**src/rtl/instr_prefetch_queue.sv**
```systemverilog
// Decoupled instruction fetch front end: issues in-order requests to a variable-latency
// instruction memory and buffers returned words with their PCs for the IF/ID register.
//
// state | meaning
// BOOT  | first cycle after reset, no request issued
// RUN   | no stale responses pending (drop_cnt == 0)
// FLUSH | responses from before a redirect still in flight, being discarded
module instr_prefetch_queue #(
   parameter int          DEPTH    = 4,
   parameter logic [31:0] RESET_PC = 32'h0000_0000
) (
   input  logic                    clock,
   input  logic                    reset,
   output logic                    imem_req,
   output logic [31:0]             imem_addr,
   input  logic                    imem_ready,
   input  logic                    imem_rvalid,
   input  logic [31:0]             imem_rdata,
   input  logic                    redirect,
   input  logic [31:0]             redirect_pc,
   input  logic                    hold,
   output logic                    out_valid,
   output logic [31:0]             out_pc,
   output logic [31:0]             out_pcplus4,
   output logic [31:0]             out_instr,
   output logic [$clog2(DEPTH):0]  count
);

   localparam int AW = $clog2(DEPTH);
   localparam int CW = AW + 1;

   typedef enum logic [1:0] {
      BOOT  = 2'd0,
      RUN   = 2'd1,
      FLUSH = 2'd2
   } state_t;

   state_t         state;
   logic [31:0]    fetch_pc;
   logic [31:0]    resp_pc;
   logic [AW:0]    outstanding;
   logic [AW:0]    drop_cnt;
   logic [AW-1:0]  rd_ptr;
   logic [AW-1:0]  wr_ptr;
   logic [31:0]    q_pc    [DEPTH];
   logic [31:0]    q_instr [DEPTH];

   logic [AW+1:0]  credit;
   logic [AW:0]    in_flight;
   logic [31:0]    target_pc;
   logic           accept;
   logic           resp;
   logic           push;
   logic           pop;

   // outstanding + buffered entries never exceed DEPTH, so a push always finds room
   assign credit    = {1'b0, outstanding} + {1'b0, count};
   assign imem_req  = (state != BOOT) && !redirect && (credit < (AW+2)'(DEPTH));
   assign imem_addr = fetch_pc;
   assign accept    = imem_req && imem_ready;
   assign resp      = imem_rvalid && (outstanding != '0);
   assign in_flight = outstanding - CW'(resp);
   assign push      = resp && !redirect && (drop_cnt == '0);
   assign pop       = out_valid && !hold && !redirect;
   assign target_pc = redirect_pc & 32'hFFFF_FFFC;

   assign out_valid   = (count != '0);
   assign out_pc      = out_valid ? q_pc[rd_ptr] : 32'h0;
   assign out_pcplus4 = out_valid ? q_pc[rd_ptr] + 32'd4 : 32'h0;
   assign out_instr   = out_valid ? q_instr[rd_ptr] : 32'h0;

   always_ff @(posedge clock) begin
      if (reset) begin
         state       <= BOOT;
         fetch_pc    <= RESET_PC;
         resp_pc     <= RESET_PC;
         outstanding <= '0;
         drop_cnt    <= '0;
         rd_ptr      <= '0;
         wr_ptr      <= '0;
         count       <= '0;
      end else begin
         if (imem_rvalid) assert (outstanding != '0);
         outstanding <= outstanding + CW'(accept) - CW'(resp);
         if (redirect) begin
            // every request still in flight belongs to the abandoned path
            fetch_pc <= target_pc;
            resp_pc  <= target_pc;
            drop_cnt <= in_flight;
            rd_ptr   <= '0;
            wr_ptr   <= '0;
            count    <= '0;
            state    <= (in_flight != '0) ? FLUSH : RUN;
         end else begin
            if (accept) fetch_pc <= fetch_pc + 32'd4;
            if (resp && (drop_cnt != '0)) drop_cnt <= drop_cnt - CW'(1);
            if (push) begin
               resp_pc <= resp_pc + 32'd4;
               wr_ptr  <= wr_ptr + AW'(1);
            end
            if (pop) rd_ptr <= rd_ptr + AW'(1);
            count <= count + CW'(push) - CW'(pop);
            case (state)
               BOOT:    state <= RUN;
               RUN:     state <= RUN;
               FLUSH:   if (resp && (drop_cnt == CW'(1))) state <= RUN;
               default: state <= BOOT;
            endcase
         end
      end
   end

   always_ff @(posedge clock) begin
      if (!reset && push) begin
         q_pc[wr_ptr]    <= resp_pc;
         q_instr[wr_ptr] <= imem_rdata;
      end
   end

endmodule

```
**config.mk**
```make
export PLATFORM = sky130hd
export DESIGN_NAME = instr_prefetch_queue
export DESIGN_NICKNAME = d
export VERILOG_FILES = /design/src/rtl/instr_prefetch_queue.sv
export SDC_FILE = /design/constraint.sdc
export NUM_CORES = 1
export LEC_CHECK = 0
export ABC_AREA = 1
export ABC_CLOCK_PERIOD_IN_PS = 5000
export BUFFER_PORTS_ARGS = -buffer_cell sky130_fd_sc_hd__clkbuf_2
export CAP_MARGIN = 20
export CORE_MARGIN = 5
export CORE_UTILIZATION = 45
export CTS_CLUSTER_SIZE = 10
export DETAILED_ROUTE_END_ITERATION = 7
export HOLD_SLACK_MARGIN = 0.05
export PLACE_DENSITY = 0.67
export SKIP_LAST_GASP = 1
export SLEW_MARGIN = 10
export SYNTH_ARGS = -nofsm -noshare
export SYNTH_HDL_FRONTEND = slang
export SYNTH_SLANG_ARGS = --single-unit
export TNS_END_PERCENT = 20
```
**constraint.sdc**
```tcl
create_clock -name clock -period 5 [get_ports clock]
set_clock_uncertainty 0.15 [all_clocks]
set_input_delay 1.25 -clock clock [delete_from_list [all_inputs] [get_ports clock]]
set_output_delay 1.25 -clock clock [all_outputs]
set_load 0.03 [all_outputs]
```
==> results.py <==
metrics = {
    "outcome": {
        "outcome": "completed",
    },
    "place": {
        "dp_cells": 2506,
        "dpl_cell_area_um2": 17500,
        "io_buffers": 194,
        "gp_congestion": 0.913,
        "hpwl_um": 29000,
    },
    "synthesis": {
        "synth.most_common_cell": "nand2_1",
        "ys_seq_elements": 325,
        "synth_enable_flop_cells": 248,
        "ys_async_sr_fraction_pct": 0,
        "yosysWarnings": 0,
        "synth_common_cells": "nand2_1, nor2_1, edfxtp_1, inv_1, o21ai_0",
        "syn_area_um2": 16100,
        "synthTopCellsByArea": "edfxtp_1, nand2_1, dfxtp_1, nor2_1, o21ai_0",
        "yosysTopAreaCellShare_pct": 46.2,
        "synth_ff_type": "edfxtp_1",
        "synth_area_per_cell_um2": 8.45,
        "synth_top_area_cell": "edfxtp_1",
        "ys_types": 41,
        "netlist_instances": 1908,
        "synth.yosys.seq_area_share_pct": 55.7,
    },
    "layout": {
        "syn_to_final_growth_pct": 16.2,
        "nets": 2177,
        "register_area_um2": 8990,
        "antenna_cells": 0,
        "drive_gt1_share_pct": 14.1,
        "final_cells": 2566,
        "fill_cells": 3229,
        "multi_input_area_um2": 6160,
        "fin_area_um2": 18700,
        "utilization_pct": 52.8,
    },
    "critical_path": {
        "critical_path_class": "reg -> out",
        "critPathBufInv": 4,
        "cp-start-kind": "flop",
        "reg2reg_to": "q_pc[2][21]$_DFFE_PP_",
        "crit_top_cell": "nand2_1",
        "r2r-start": "outstanding[1]$_SDFF_PP0_",
        "cpPeakStageDelay_ns": 0.48,
        "required_ns": 3.60,
        "arrival_ns": 3.27,
        "critPathCaptureType": "output pin",
        "critPathSlowestCell": "inv_2",
        "rr_worst_depth": 8,
        "crit_chain": "inv_2, buf_4, nand2_1, nand2_2, nand2_1, nor2_1, nand2_1, nor2_2, nand2_1, nand2_1, inv_1, nor2_1, clkbuf_2",
        "worst-r2r-setup-slack_ns": 1.97,
        "cpLargestDelayFamily": "buffers and inverters",
        "crit_cells": 13,
        "cp_max_fo": 33,
    },
    "floorplan": {
        "row_count": 69,
        "die-height_um": 199,
        "io_pins": 203,
        "start_util_pct": 45.4,
        "coreArea_um2": 35500,
        "die_w_um": 199,
        "die_area_um2": 39700,
    },
    "timing": {
        "max-slew-margin-rel_pct": 47.1,
        "hold_ws_ns": 0.313,
        "fmax_mhz": 214,
        "finalCritPeriodShare_pct": 93.5,
        "rsz0062_at_grt": "false",
        "hold_viol_final": 0,
        "worst_pin_slew_ns": 0.793,
        "finalCriticalPeriod_ns": 4.67,
        "maxSlewViolCount": 0,
        "setup_tns_ns": 0,
        "setup-violations-final": 0,
    },
    "global_route": {
        "grt_pass1_vias": 12500,
        "antenna_found_initial": 0,
        "grt.total_usage_pct": 21.1,
        "grt_pass1_wl_um": 66900,
        "grt_max_degree": 70,
        "grt_overflow_total": 0,
    },
    "route": {
        "antenna_left": 0,
        "viasPerCell": 5.23,
        "wire_per_inst_um": 16.6,
        "initialDrtViolationCount": 902,
        "remaining_drc_errors": 0,
        "drt-pass1-iter-count": 5,
        "vias": 13400,
        "wl_um": 42500,
    },
    "power": {
        "p_leak_nw": 7.69,
        "ir_drop_uv": 221,
        "p_per_area_nw_per_um2": 346,
    },
    "clocking": {
        "cts_root_buf": "clkbuf_16",
        "clkTransAtPathRegs_ns": 0.05,
        "clockBufferDepth": 3,
        "cts_made_buffers": 40,
        "clock-sinks": 325,
        "htreeDepth": 2,
        "cts_tree": "yes",
        "clock_latency_ns": 0.54,
    },
    "hold_path": {
        "hold_start": "rd_ptr[1]$_SDFFE_PP0P_",
        "min_path_cells": 2,
        "hold_path_class": "reg -> reg",
    },
    "flow_run": {
        "maxCapViolations": 0,
    },
}
==> cells by family after synthesis <==
logic type               share of synthesized area (%)
AND/OR/NAND/NOR                                   25.6
buffers and inverters                             6.39
other                                           0.0233
adder cells (fa/ha/maj)                           1.65
flip-flops                                        55.7
AO/OA/AOI/OAI                                     9.01
XOR/XNOR                                          1.58
==> cell type report <==
type / count / share of cell area (%)
clock inverters: 8 / 0.661
multi-input cells: 1349 / 32.9
well taps: 461 / 3.08
inverters: 155 / 3.12
flip-flops and latches: 325 / 48.0
repair buffers: 216 / 6.61
clock buffers: 52 / 5.69
==> per-stage QoR <==
stage	worst slack [ns]	power, mW
detailed placement	0.721	3.93
global placement	0.795	3.91
floorplan	-0.277	3.67
finish	0.325	6.49
global route	0.0421	6.78
CTS	0.149	6.54
==> what timing repair did <==
item / 4_1_cts / 5_1_grt
buffers inserted: 0 / 0
resized for setup: 0 / 4
hold buffers: 0 / 0
endpoints found under the setup margin: 0 / 6
==> routing by layer <==
metal / share of wire [%] / track usage (%)
met1: 45 / 30.5
met2: 46 / 33.9
met3: 7.8 / 3.19
met4: 1.7 / 4.99
met5: 0 / 0
==> tightest hold or removal path, cell delays in order, from the launching register on <==
cell and delay (ns):
dfxtp_1 0.29, inv_1 0.05, a21oi_1 0.07
==> worst max-delay path by stage <==
| stage | start | end |
|---|---|---|
| floorplan | imem_rvalid | q_instr[0][0]$_DFFE_PP_ |
| global placement | flop | out_pcplus4[18] |
| detailed placement | flop | out_pcplus4[16] |
| CTS | flop | out_pcplus4[16] |
| global route | flop | out_pcplus4[16] |
| finish | flop | out_pcplus4[22] |
==> flip-flops by register name, indices dropped and copies added (netlist names), named ones only <==
| register | count |
|---|---|
| wr_ptr | 2 |
| rd_ptr | 2 |
| count | 3 |
| drop_cnt | 3 |
| q_pc | 120 |
| resp_pc | 30 |
| imem_addr | 30 |
| outstanding | 3 |
| q_instr | 128 |
| state | 2 |
==> power breakdown <==
| part | switching [mW] | leakage, nW | internal [mW] |
|---|---|---|---|
| clock | 1.06 | 0.573 | 1.55 |
| sequential | 0.100 | 2.89 | 3.01 |
| combinational | 0.542 | 4.23 | 0.231 |
| total | 1.70 | 7.69 | 4.79 |
==> cells in the final DEF (no fill, tap or decap), types with 3 or more instances in the layout <==
master,Yosys,final
ha_1,18,18
xor2_1,25,25
o22ai_1,5,5
clkbuf_16,0,41
nand3_1,122,122
clkinv_1,2,4
nor3_1,28,27
o211ai_1,8,8
o31ai_1,3,3
nor2_1,312,308
conb_1,1,6
inv_1,151,151
buf_6,8,4
edfxtp_1,248,248
nor2_4,5,9
nand4_1,7,7
nor2_2,9,9
o21ai_0,142,142
nand2_2,7,7
buf_4,12,11
a31oi_1,4,4
nor3b_1,3,3
dfxtp_1,77,75
buf_12,0,7
clkbuf_1,29,11
a21oi_1,107,107
or2_2,3,3
xnor2_1,4,4
clkbuf_2,0,194
nand2_1,517,517
Power figures use the tool's default switching activity.
